### config.mk
export PLATFORM = sky130hd
export DESIGN_NAME = seq_gen_mode
export DESIGN_NICKNAME = d
export VERILOG_FILES = /design/src/rtl/seq_gen_mode.sv
export SDC_FILE = /design/constraint.sdc
export NUM_CORES = 1
export LEC_CHECK = 0
export CAP_MARGIN = 20
export CORE_ASPECT_RATIO = 1.75
export CORE_UTILIZATION = 31
export DETAILED_ROUTE_END_ITERATION = 12
export PLACE_DENSITY = 0.46
export SYNTH_ARGS = -nofsm -noshare
export SYNTH_HDL_FRONTEND = slang
export SYNTH_SLANG_ARGS = --single-unit
### constraint.sdc
create_clock -name clk -period 5.5 [get_ports clk]
set_clock_uncertainty 0.05 [all_clocks]
set_input_delay 1.1 -clock clk [delete_from_list [all_inputs] [get_ports clk]]
set_output_delay 1.1 -clock clk [all_outputs]
set_load 0.005 [all_outputs]
### src/rtl/seq_gen_mode.sv
// Multi-mode W-bit sequence generator: binary up/down, Gray and Fibonacci LFSR.
// It has a seed load, a run enable and a registered valid/ready output with a wrap qualifier.
module seq_gen_mode #(
  parameter int          W    = 8,
  parameter logic [31:0] SEED = 32'd1,
  parameter logic [31:0] TAPS = 32'hB8
) (
  input  logic         clk,
  input  logic         rst,
  input  logic         en,
  input  logic [1:0]   mode,
  input  logic         load,
  input  logic [W-1:0] seed,
  input  logic         out_ready,
  output logic         out_valid,
  output logic [W-1:0] seq_out,
  output logic         wrap
);

  // Handshake: a value is consumed on any rising edge where out_valid && out_ready.
  // seq_out and wrap stay stable while out_valid is high and out_ready is low.

  typedef enum logic {IDLE = 1'b0, RUN = 1'b1} state_t;

  localparam logic [W-1:0] SEED_W = SEED[W-1:0];
  localparam logic [W-1:0] TAPS_W = TAPS[W-1:0];
  localparam logic [W-1:0] ONE    = {{(W-1){1'b0}}, 1'b1};
  localparam logic [W-1:0] ONES   = '1;

  state_t       state, state_nxt;
  logic [W-1:0] b, b_nxt, seq_nxt, start_q, lfsr_src;
  logic [W-1:0] load_b, load_seq;
  logic         wrap_nxt;
  logic         xfer;

  function automatic logic [W-1:0] gray(input logic [W-1:0] v);
    return v ^ (v >> 1);
  endfunction

  assign out_valid = (state == RUN);
  assign xfer      = out_valid && out_ready;

  // Advance candidate for the mode sampled this cycle, always from the binary state b.
  always_comb begin
    lfsr_src = (b == '0) ? ONE : b;
    b_nxt    = b;
    seq_nxt  = b;
    wrap_nxt = 1'b0;
    case (mode)
      2'd0: begin
        b_nxt    = b + ONE;
        seq_nxt  = b_nxt;
        wrap_nxt = (b == ONES);
      end
      2'd1: begin
        b_nxt    = b - ONE;
        seq_nxt  = b_nxt;
        wrap_nxt = (b == '0);
      end
      2'd2: begin
        b_nxt    = b + ONE;
        seq_nxt  = gray(b_nxt);
        wrap_nxt = (b == ONES);
      end
      default: begin
        b_nxt    = {lfsr_src[W-2:0], ^(lfsr_src & TAPS_W)};
        seq_nxt  = b_nxt;
        wrap_nxt = (b_nxt == start_q);
      end
    endcase
  end

  // A zero seed would lock the LFSR, so it loads as one in that mode.
  always_comb begin
    load_b   = ((mode == 2'd3) && (seed == '0)) ? ONE : seed;
    load_seq = (mode == 2'd2) ? gray(seed) : load_b;
  end

  always_comb begin
    state_nxt = state;
    case (state)
      IDLE: if (en && !load) state_nxt = RUN;
      RUN: begin
        if (load)            state_nxt = IDLE;
        else if (xfer && !en) state_nxt = IDLE;
      end
      default: state_nxt = IDLE;
    endcase
  end

  always_ff @(posedge clk) begin
    if (rst) begin
      state   <= IDLE;
      b       <= SEED_W;
      seq_out <= SEED_W;
      start_q <= SEED_W;
      wrap    <= 1'b0;
    end else begin
      state <= state_nxt;
      if (load) begin
        b       <= load_b;
        seq_out <= load_seq;
        start_q <= load_b;
        wrap    <= 1'b0;
      end else if (xfer) begin
        b       <= b_nxt;
        seq_out <= seq_nxt;
        wrap    <= wrap_nxt;
      end
    end
  end

endmodule

Word level (Yosys, flattened, before mapping)
Cells that the tools add are included.
W data, S select, Z words.
- equality and inequality tests: 5
- order comparisons: 0
- shift-type cells: 0
- multipliers: 0
- mux-type cells: 14
- $add $sub $neg: 2
- div/mod/pow operators: 0
- reduce and logical (&&, ||, !) cells: 13
- bitwise logic cells: 3
- operators with widths (operator ; number):
    $mux W8 ; 7
    $pmux W8 S3 ; 1
    $logic_not A8 Y1 ; 2
    $pmux W8 S2 ; 1
    $xor A8 B7 Y8 ; 2
    $add A8 B1 Y8 const B ; 1
    $eq A8 B8 Y1 ; 1
    $eq A8 B8 Y1 const B ; 1
    $reduce_xor A8 Y1 ; 1
    $sub A8 B1 Y8 const B ; 1
    $eq A2 B2 Y1 const B ; 2
    $logic_and A1 B1 Y1 ; 4
    $pmux W1 S2 ; 2
    $reduce_or A2 Y1 ; 2
    $mux W1 ; 3
    $eq A2 B1 Y1 const B ; 1
    $logic_not A1 Y1 ; 2
    $logic_not A2 Y1 ; 1
    $reduce_bool A2 Y1 ; 1
    $not A1 Y1 ; 1
- output and inout port bits: 10
- word-level logic and storage cells: 42
- memory bits (writable): 0
- bits in registers: 26
- bits in read-only memories: 0
- latch bits: 0
- memories kept: 0

Logic depth before layout (Yosys ltp)
Gate-level depths: netlist of run 1.
- depth in word-level cells: 6
- depth in mapped cells: 9
- mapped depth without buffers: 7

Worst setup path before layout of run 1
Ideal clock, no wire load.
- path type: input to register
- start point: in load
- end point: reg seq_out[3]
- stages: 6
- arrival: 2152 ps
- buffers on the path: 3
- path slack: 3165 ps
- data required time: 5317 ps
- cells stage by stage: clkbuf_1 -> clkbuf_1 -> clkbuf_1 -> o21ai_0 -> a31oi_1 -> nor4_1
- longest elaborated chain between the ends: 1
- elaborated cells between the ends (all ways): 2
- classes of those cells: mux: 1; reduce/logical: 1
- ends and longest elaborated chain (element ; line ; RTL):
    start: declaration ; 12 ; input logic load,
    $mux W8 / $reduce_bool A2 Y1 (equally long branches) ; n/a ;
    end signal: assignment ; 102 ; seq_out <= load_seq;
    end signal: assignment ; 107 ; seq_out <= seq_nxt;
    end: declaration ; 16 ; output logic [W-1:0] seq_out,
Parallel ways exist; a longest one is shown, timed or not.
A chain may end at the register's enable or synchronous reset.

Final worst setup path of run 1
- start point: in mode[1]
- end point: reg seq_out[2]
- longest elaborated chain between the ends: 5
- elaborated cells between the ends (all ways): 10
- classes of those cells: eq/ne: 3; mux: 5; reduce/logical: 2
- ends and longest elaborated chain (element ; line ; RTL):
    start: declaration ; 11 ; input logic [1:0] mode,
    $eq A2 B2 Y1 ; 75 ; load_b = ((mode == 2'd3) && (seed == '0)) ? ONE : seed;
    $logic_and A1 B1 Y1 ; 75 ;
    $mux W8 ; 75 ;
    $mux W8 ; 76 ; load_seq = (mode == 2'd2) ? gray(seed) : load_b;
    $mux W8 (*) ; 100 ; if (load) begin
Every way passes the cells marked *; elsewhere a longest branch is shown, timed or not. The select of a mux whose other input is x is not followed.

==> impl_metrics.json, run 1 <==
{
  "cp_max_fo": 30,
  "worstPathRequired_ps": 5550,
  "syn_avg_cell_area_um2": 7.22,
  "routed_wl_um": 8640,
  "syn_area_um2": 2500,
  "power_density_nw_per_um2": 209,
  "yosys_warnings": 0,
  "pin_count": 25,
  "dpl_cell_area_um2": 2740,
  "area_delta_synth_final_pct": 12.9,
  "drc": 0,
  "ys.flop_type": "dfxtp_1",
  "setup_viol": 0,
  "clk_path_buf_depth": 2,
  "end_kind": "flip-flop",
  "async_flop_share_pct": 0,
  "grt_max_degree": 36,
  "finalMaxSlewViolations": 0,
  "fp.coreArea_um2": 7860,
  "clock_latency_ps": 270,
  "post-route-period-util_pct": 64.6,
  "crit_chain": "clkdlybuf4s50_1 > nand2_1 > or2_2 > and3_1 > a21oi_1 > a2111oi_0",
  "final_common_cell": "a21oi_1",
  "hold_buffers": 0,
  "n_antenna_cell": 0,
  "drt_first_pass_iters": 5,
  "cts-buffers-inserted": 3,
  "grt_pass1_vias": 2425,
  "hp-class": "flip-flop to flip-flop",
  "grt_first_pass_wirelength_um": 13500,
  "overflow": 0,
  "vias": 2567,
  "drive_gt1_share_pct": 5.76,
  "fin_nets": 372,
  "port_buffers": 24,
  "synth_cell_types": 60,
  "start_kind": "input port",
  "gp_congestion": 0.903,
  "critPathMaxStageDelay_ps": 1140,
  "synth-seq-cells": 26,
  "cts_tree": "built",
  "drv_cap": 0,
  "post-cts-setup-buffers": 0,
  "rsz0062_at_grt": "no",
  "cpMaxStageDelayCell": "clkdlybuf4s50_1",
  "path_clk_slew_ps": 70,
  "arrival_ps": 3610,
  "post-route-cell-area_um2": 2830,
  "fin_crit_ps": 3550,
  "initial_core_util_pct": 31.9,
  "synth_edf_count": 0,
  "tns_ps": 0,
  "cts_resized": 0,
  "antenna_found_initial": 0,
  "die_area_um2": 8450,
  "grtUsageTotal_pct": 20.6,
  "peakVddDrop_v": 0.000132,
  "htree_num_levels": 1,
  "clkSinkCount": 26,
  "crit_type": "input port to flip-flop",
  "vias_per_cell": 5.87,
  "max_freq_mhz": 281,
  "ys_seq_area_share_pct": 20.8,
  "relSlewSlack_pct": 32.1,
  "synthesis.nets": 371,
  "rows": 43,
  "dp_hpwl_um": 6380,
  "drt_iter0_markers": 221,
  "final_cell_mix": "a21oi_1 (34), nor2_1 (28), o21ai_0 (26), dfxtp_1 (26), clkdlybuf4s50_1 (24)",
  "fp.dieW_um": 69.9,
  "p_leak_nw": 1.05,
  "hold_viol_final": 0,
  "status": "completed",
  "routedWlPerCell_um": 19.8,
  "synthCells": 347,
  "root_buffer": "clkbuf_16",
  "postRouteAntennaNets": 0,
  "worst-slew-pin-transition_ps": 1020,
  "die_h_um": 121
}
==> report_power, final <==
group	switching (mW)	internal [mW]	leakage (nW)
registers	0.0208	0.201	0.215
clock network	0.0744	0.112	0.0442
logic	0.105	0.0781	0.793
total	0.200	0.391	1.05
==> metrics by stage <==
step	power (mW)	setup WS [ps]	std cells	util, %	hold slack [ps]
2_1_floorplan	0.345	3160	347	-	412
3_3_place_gp	0.409	1730	433	34.9	424
3_5_place_dp	0.406	1740	433	34.9	430
4_1_cts	0.594	2010	437	36.0	443
5_1_grt	0.621	1760	437	36.0	466
6_report	0.591	1950	437	36.0	441
==> path summary, 6_finish.rpt <==
| path | end | start | cells past startpoint | slack (ps) |
|---|---|---|---|---|
| min | start_q[3] | start_q[3] | 2 | 440 |
| max reg2reg | seq_out[5] | b[0] | 6 | 2720 |
| max | seq_out[2] | mode[1] | 6 | 1950 |
| min reg2reg | start_q[3] | start_q[3] | 2 | 440 |
==> cells in the mapped netlist, drive strengths merged, types with 3 or more instances <==
master   n  area share, %
dfxtp   26             21
and2     5            1.3
mux2i    5            2.0
o21a     4            1.2
buf     15            3.4
o211ai   3           0.90
a31oi   17            4.2
nand3    6            1.2
o21bai   4            1.2
or4      4            1.3
xnor2   14            4.9
and3     4            1.0
a211oi   5            1.5
a21oi   34            6.8
nor4     5            1.8
nand2b  15            3.7
o22ai    3           0.75
o21ai   26            5.2
nor2b    5            1.2
ha       9            4.5
o32ai    4            1.4
xor2     7            2.4
nand3b   4            1.2
inv     17            2.5
nand2   23            3.4
clkbuf  17            2.5
a32oi    3            1.0
nand4    3           0.75
nor2    28            4.2
nor3b    3            1.3
==> cell families after synthesis <==
logic type / synth area share [%]
compound gates: 31.5
flops: 20.8
fa+ha+maj: 4.50
buf+inv: 8.64
xor+xnor: 7.35
simple gates: 24.8
mux: 2.45
==> registers in the layout, indices dropped and copies added, names as in the netlist <==
| signal | count |
|---|---|
| b | 8 |
| start_q | 8 |
| seq_out | 8 |
| out_valid | 1 |
| wrap | 1 |
==> layout make-up <==
cell class                      count  area (µm²)
Fill cell                         850        5030
Multi-Input combinational cell    271        1770
Sequential cell                    26         520
Timing Repair Buffer               28         270
Tap cell                           90         113
Clock buffer                        4        88.8
Inverter                           18        67.6
==> critical path, delay by kind of cell <==
family / cells / cell delay (ps)
buffers and inverters: 1 / 1140
AND/OR/NAND/NOR: 3 / 1160
AO/OA/AOI/OAI: 2 / 210
==> per-layer routing <==
metal  up-vias  track usage (%)  wire length, µm
li1       1260                -                -
met4         0             9.13              293
met2        53             36.6             4550
met5         -                0                0
met3        15             1.58              221
met1      1239             25.1             3580
Power figures use the tool's default switching activity.
==> inputs of run 2 (changes only) <==
==> constraint.sdc (replaced) <==
create_clock -name clk -period 3.4 [get_ports clk]
set_clock_uncertainty 0.05 [all_clocks]
set_input_delay 0.68 -clock clk [delete_from_list [all_inputs] [get_ports clk]]
set_output_delay 0.68 -clock clk [all_outputs]
set_load 0.005 [all_outputs]
==> impl_metrics.json, run 2 (synthesized netlist as in run 1, its figures left out) <==
{
  "arrival_ps": 2720,
  "status": "completed",
  "n_antenna_cell": 0,
  "pin_count": 25,
  "reg.largest.list": "b: 8 flops, seq_out: 8 flops, start_q: 8 flops",
  "die_area_um2": 8450,
  "fin_hold_ws_ps": 449,
  "hold_buffers": 0,
  "critPathMaxStageDelay_ps": 830,
  "clock_latency_ps": 270,
  "drt_first_pass_iters": 4,
  "post-route-period-util_pct": 77.0,
  "n_fill_cell": 830,
  "r2r.worst_path.cells": 8,
  "start_kind": "input port",
  "clk_path_buf_depth": 2,
  "hold_viol_final": 0,
  "routedWlPerCell_um": 19.2,
  "fin_nets": 387,
  "gp_congestion": 0.865,
  "min_to": "start_q[3]",
  "crit_chain": "clkdlybuf4s50_1 > nand2_1 > buf_4 > or2_2 > and3_1 > a21oi_1 > a2111oi_0",
  "grt_pass1_vias": 2452,
  "power_density_nw_per_um2": 347,
  "cts-buffers-inserted": 3,
  "max_freq_mhz": 382,
  "drc": 0,
  "drv_cap": 0,
  "vias": 2563,
  "port_buffers": 24,
  "drt_iter0_markers": 225,
  "final_cell_mix": "a21oi_1 (34), nor2_1 (28), o21ai_0 (26), dfxtp_1 (26), clkdlybuf4s50_1 (24)",
  "root_buffer": "clkbuf_16",
  "crit_type": "input port to flip-flop",
  "postLayoutSetupSlackWorst_ps": 782,
  "grt_first_pass_wirelength_um": 13600,
  "post-cts-setup-buffers": 0,
  "hp-class": "flip-flop to flip-flop",
  "instances_no_fill": 452,
  "post-route-cell-area_um2": 2960,
  "worstReg2RegEnd": "b[6]",
  "vias_per_cell": 5.67,
  "die_h_um": 121,
  "fin_util_pct": 37.6,
  "fin_crit_ps": 2620,
  "overflow": 0,
  "dp_slack_ps": 503,
  "rows": 43,
  "drive_gt1_share_pct": 9.67,
  "ff2ff_setup_slack_ps": 1090,
  "clkSinkCount": 26,
  "antenna_found_initial": 0,
  "area_delta_synth_final_pct": 18.0,
  "cts_tree": "built",
  "setup_viol": 0,
  "dpl_cell_area_um2": 2850,
  "rsz0062_at_grt": "no",
  "final_common_cell": "a21oi_1",
  "cts_resized": 0,
  "fp.coreArea_um2": 7860,
  "cpMaxStageDelayCell": "clkdlybuf4s50_1",
  "postRouteAntennaNets": 0,
  "end_kind": "flip-flop",
  "reg2reg_from": "b[1]",
  "htree_num_levels": 1,
  "relSlewSlack_pct": 58.6,
  "routed_wl_um": 8670,
  "p_leak_nw": 1.13,
  "path_clk_slew_ps": 70,
  "dp.cells": 448,
  "cp_max_fo": 19,
  "grtUsageTotal_pct": 20.6,
  "worst-slew-pin-transition_ps": 619,
  "dp_hpwl_um": 6600,
  "worstPathRequired_ps": 3500,
  "hold_start": "start_q[3]",
  "hold_depth": 2,
  "peakVddDrop_v": 0.000231,
  "tns_ps": 0,
  "finalMaxSlewViolations": 0,
  "finalPower_mw": 1.02,
  "initial_core_util_pct": 31.9,
  "grt_max_degree": 25,
  "fp.dieW_um": 69.9
}
## run 2: cell count changes in the layout (fill, tap and decap cells not counted)
cell / before / now
buf_4: 4 / 19
bufinv_16: 0 / 1
clkbuf_8: 1 / 0
## run 2: where the power goes
group	total (mW)	switching, mW	internal (mW)
Sequential	0.349	0.0240	0.325
Clock	0.358	0.123	0.235
Combinational	0.317	0.179	0.138
Total	1.02	0.327	0.698
## run 2: worst max path at each step
stage	startpoint	end	slack [ps]
finish	mode[1]	seq_out[2]	780
global route	mode[1]	b[3]	660
detailed placement	mode[1]	seq_out[2]	500
floorplan	b[5]	b[0]	1290
CTS	mode[1]	seq_out[2]	790
global placement	mode[1]	seq_out[2]	510
## run 2: layer usage
layer,wire length (µm),part of all wire [%],global-route usage (%)
met5,0,0,0
met4,182,2.1,7.25
met3,246,2.8,0.831
met2,4610,53,37.9
met1,3630,42,25.3
## run 2: cell type report
class	instances	area (µm²)	share of cell area, %
well taps	90	113	3.81
clock buffers	3	75.1	2.54
multi-input cells	271	1770	59.8
repair buffers	43	383	13.0
flip-flops and latches	26	520	17.6
inverters	18	67.6	2.29
clock inverters	1	30.0	1.02
## run 2: worst max-delay path, delay by kind of cell
family                 cells  cell delay [ps]
AOI/OAI and AO/OA          2              320
buffers and inverters      2             1030
and+or+nand+nor            3              690
==> inputs of run 3 (changes only) <==
--- a/config.mk
+++ b/config.mk
@@ -9,7 +9,7 @@
 export CORE_ASPECT_RATIO = 1.75
 export CORE_UTILIZATION = 31
 export DETAILED_ROUTE_END_ITERATION = 12
-export PLACE_DENSITY = 0.46
+export PLACE_DENSITY = 0.47
 export SYNTH_ARGS = -nofsm -noshare
 export SYNTH_HDL_FRONTEND = slang
 export SYNTH_SLANG_ARGS = --single-unit
==> constraint.sdc (replaced) <==
create_clock -name clk -period 2.1 [get_ports clk]
set_clock_uncertainty 0.05 [all_clocks]
set_input_delay 0.42 -clock clk [delete_from_list [all_inputs] [get_ports clk]]
set_output_delay 0.42 -clock clk [all_outputs]
set_load 0.005 [all_outputs]
==> impl_metrics.json, run 3 (synthesized netlist as in run 1, its figures left out) <==
{
  "tns_ps": 0,
  "grt_max_degree": 27,
  "clk_path_buf_depth": 2,
  "final_cell_mix": "buf_4 (64), a21oi_1 (33), nor2_1 (28)",
  "hold_viol_final": 0,
  "drt_first_pass_iters": 4,
  "drc": 0,
  "power_density_nw_per_um2": 490,
  "area_delta_synth_final_pct": 37.5,
  "drv_cap": 0,
  "fp.dieW_um": 69.9,
  "cts_tree": "built",
  "post-route-period-util_pct": 96.8,
  "max_freq_mhz": 492,
  "root_buffer": "clkbuf_16",
  "worst-slew-pin-transition_ps": 440,
  "grt_first_pass_wirelength_um": 14400,
  "gp_congestion": 0.877,
  "ff2ff_setup_slack_ps": 160,
  "setup_viol": 0,
  "end_kind": "flip-flop",
  "fin_hold_ws_ps": 435,
  "worstPathRequired_ps": 2220,
  "hp-class": "flip-flop to flip-flop",
  "rsz0062_at_grt": "yes",
  "p_leak_nw": 1.40,
  "fp.coreArea_um2": 7860,
  "fin_crit_ps": 2030,
  "clock_latency_ps": 270,
  "fin_nets": 438,
  "vias": 2853,
  "clkSinkCount": 26,
  "cts-buffers-inserted": 3,
  "initial_core_util_pct": 31.9,
  "htree_num_levels": 1,
  "cp_max_fo": 5,
  "antenna_found_initial": 0,
  "grtUsageTotal_pct": 22.0,
  "overflow": 0,
  "routed_wl_um": 9240,
  "routedWlPerCell_um": 18.4,
  "arrival_ps": 2150,
  "final_common_cell": "buf_4",
  "port_buffers": 24,
  "die_area_um2": 8450,
  "relSlewSlack_pct": 70.6,
  "reg2reg_from": "b[3]",
  "hold_buffers": 0,
  "r2r.worst_path.cells": 6,
  "worstReg2RegEnd": "b[2]",
  "n_antenna_cell": 0,
  "dp_hpwl_um": 7230,
  "peakVddDrop_v": 0.000401,
  "vias_per_cell": 5.67,
  "reg.largest.list": "b: 8 flops, seq_out: 8 flops, start_q: 8 flops",
  "status": "completed",
  "die_h_um": 121,
  "drive_gt1_share_pct": 23.5,
  "drt_iter0_markers": 210,
  "crit_type": "input port to flip-flop",
  "rows": 43,
  "postRouteAntennaNets": 0,
  "pin_count": 25,
  "grt_pass1_vias": 2728,
  "hold_start": "start_q[3]",
  "path_clk_slew_ps": 70,
  "start_kind": "input port",
  "hold_depth": 2,
  "min_to": "start_q[3]",
  "finalMaxSlewViolations": 0
}
## run 3: per-stage QoR
| step | setup WS [ps] | utilization, % | total power, mW | instances | area [µm²] |
|---|---|---|---|---|---|
| floorplan | 101 | - | 0.903 | 347 | 2500 |
| global placement | -192 | 41.7 | 1.18 | 498 | 3280 |
| detailed placement | -218 | 41.7 | 1.18 | 498 | 3280 |
| CTS | 2.54 | 43.0 | 1.68 | 502 | 3370 |
| global route | 2.97 | 43.8 | 1.77 | 503 | 3440 |
| finish | 67.8 | 43.8 | 1.69 | 503 | 3440 |
## run 3: timing repair
item,in CTS,in global routing
pin swaps,0,3
cloned,0,0
setup endpoints to repair,4,12
resized for setup,4,15
buffers inserted,0,1
## run 3: layout make-up
class	count	area, µm²
fill	817	4410
multi-input combinational	271	1820
timing repair buffer	94	827
sequential	26	523
tap	90	113
clock buffer	4	88.8
inverter	18	67.6
## run 3: where the power goes
group          internal, mW  switching (mW)  total [mW]  leakage (nW)
Sequential            0.527          0.0342       0.561         0.215
Combinational         0.315           0.322       0.637          1.14
Clock                 0.293           0.198       0.490        0.0442
## run 3: critical path: stages
cell and delay [ps]:
clkdlybuf4s50_1 500, inv_2 50, ha_1 210, nand4_1 210
or2_4 190, and3_1 160, a21oi_1 50, a2111oi_2 350
## run 3: how the worst max path moves through the flow
| stage | to | cells past startpoint | slack (ps) | start |
|---|---|---|---|---|
| final | seq_out[2] | 8 | 70 | seed[0] |
| after detailed placement | seq_out[2] | 8 | -220 | seed[6] |
| after floorplan | b[6] | 8 | 100 | b[1] |
| after CTS | b[0] | 9 | 3 | b[4] |
| after global placement | seq_out[3] | 7 | -190 | mode[1] |
| after global routing | seq_out[2] | 8 | 3 | seed[0] |
## run 3: routing by layer
| metal | part of all wire (%) | track usage, % |
|---|---|---|
| met1 | 41 | 25.3 |
| met4 | 4.1 | 12.0 |
| met2 | 53 | 40.2 |
| met3 | 2.3 | 1.08 |
| met5 | 0 | 0 |
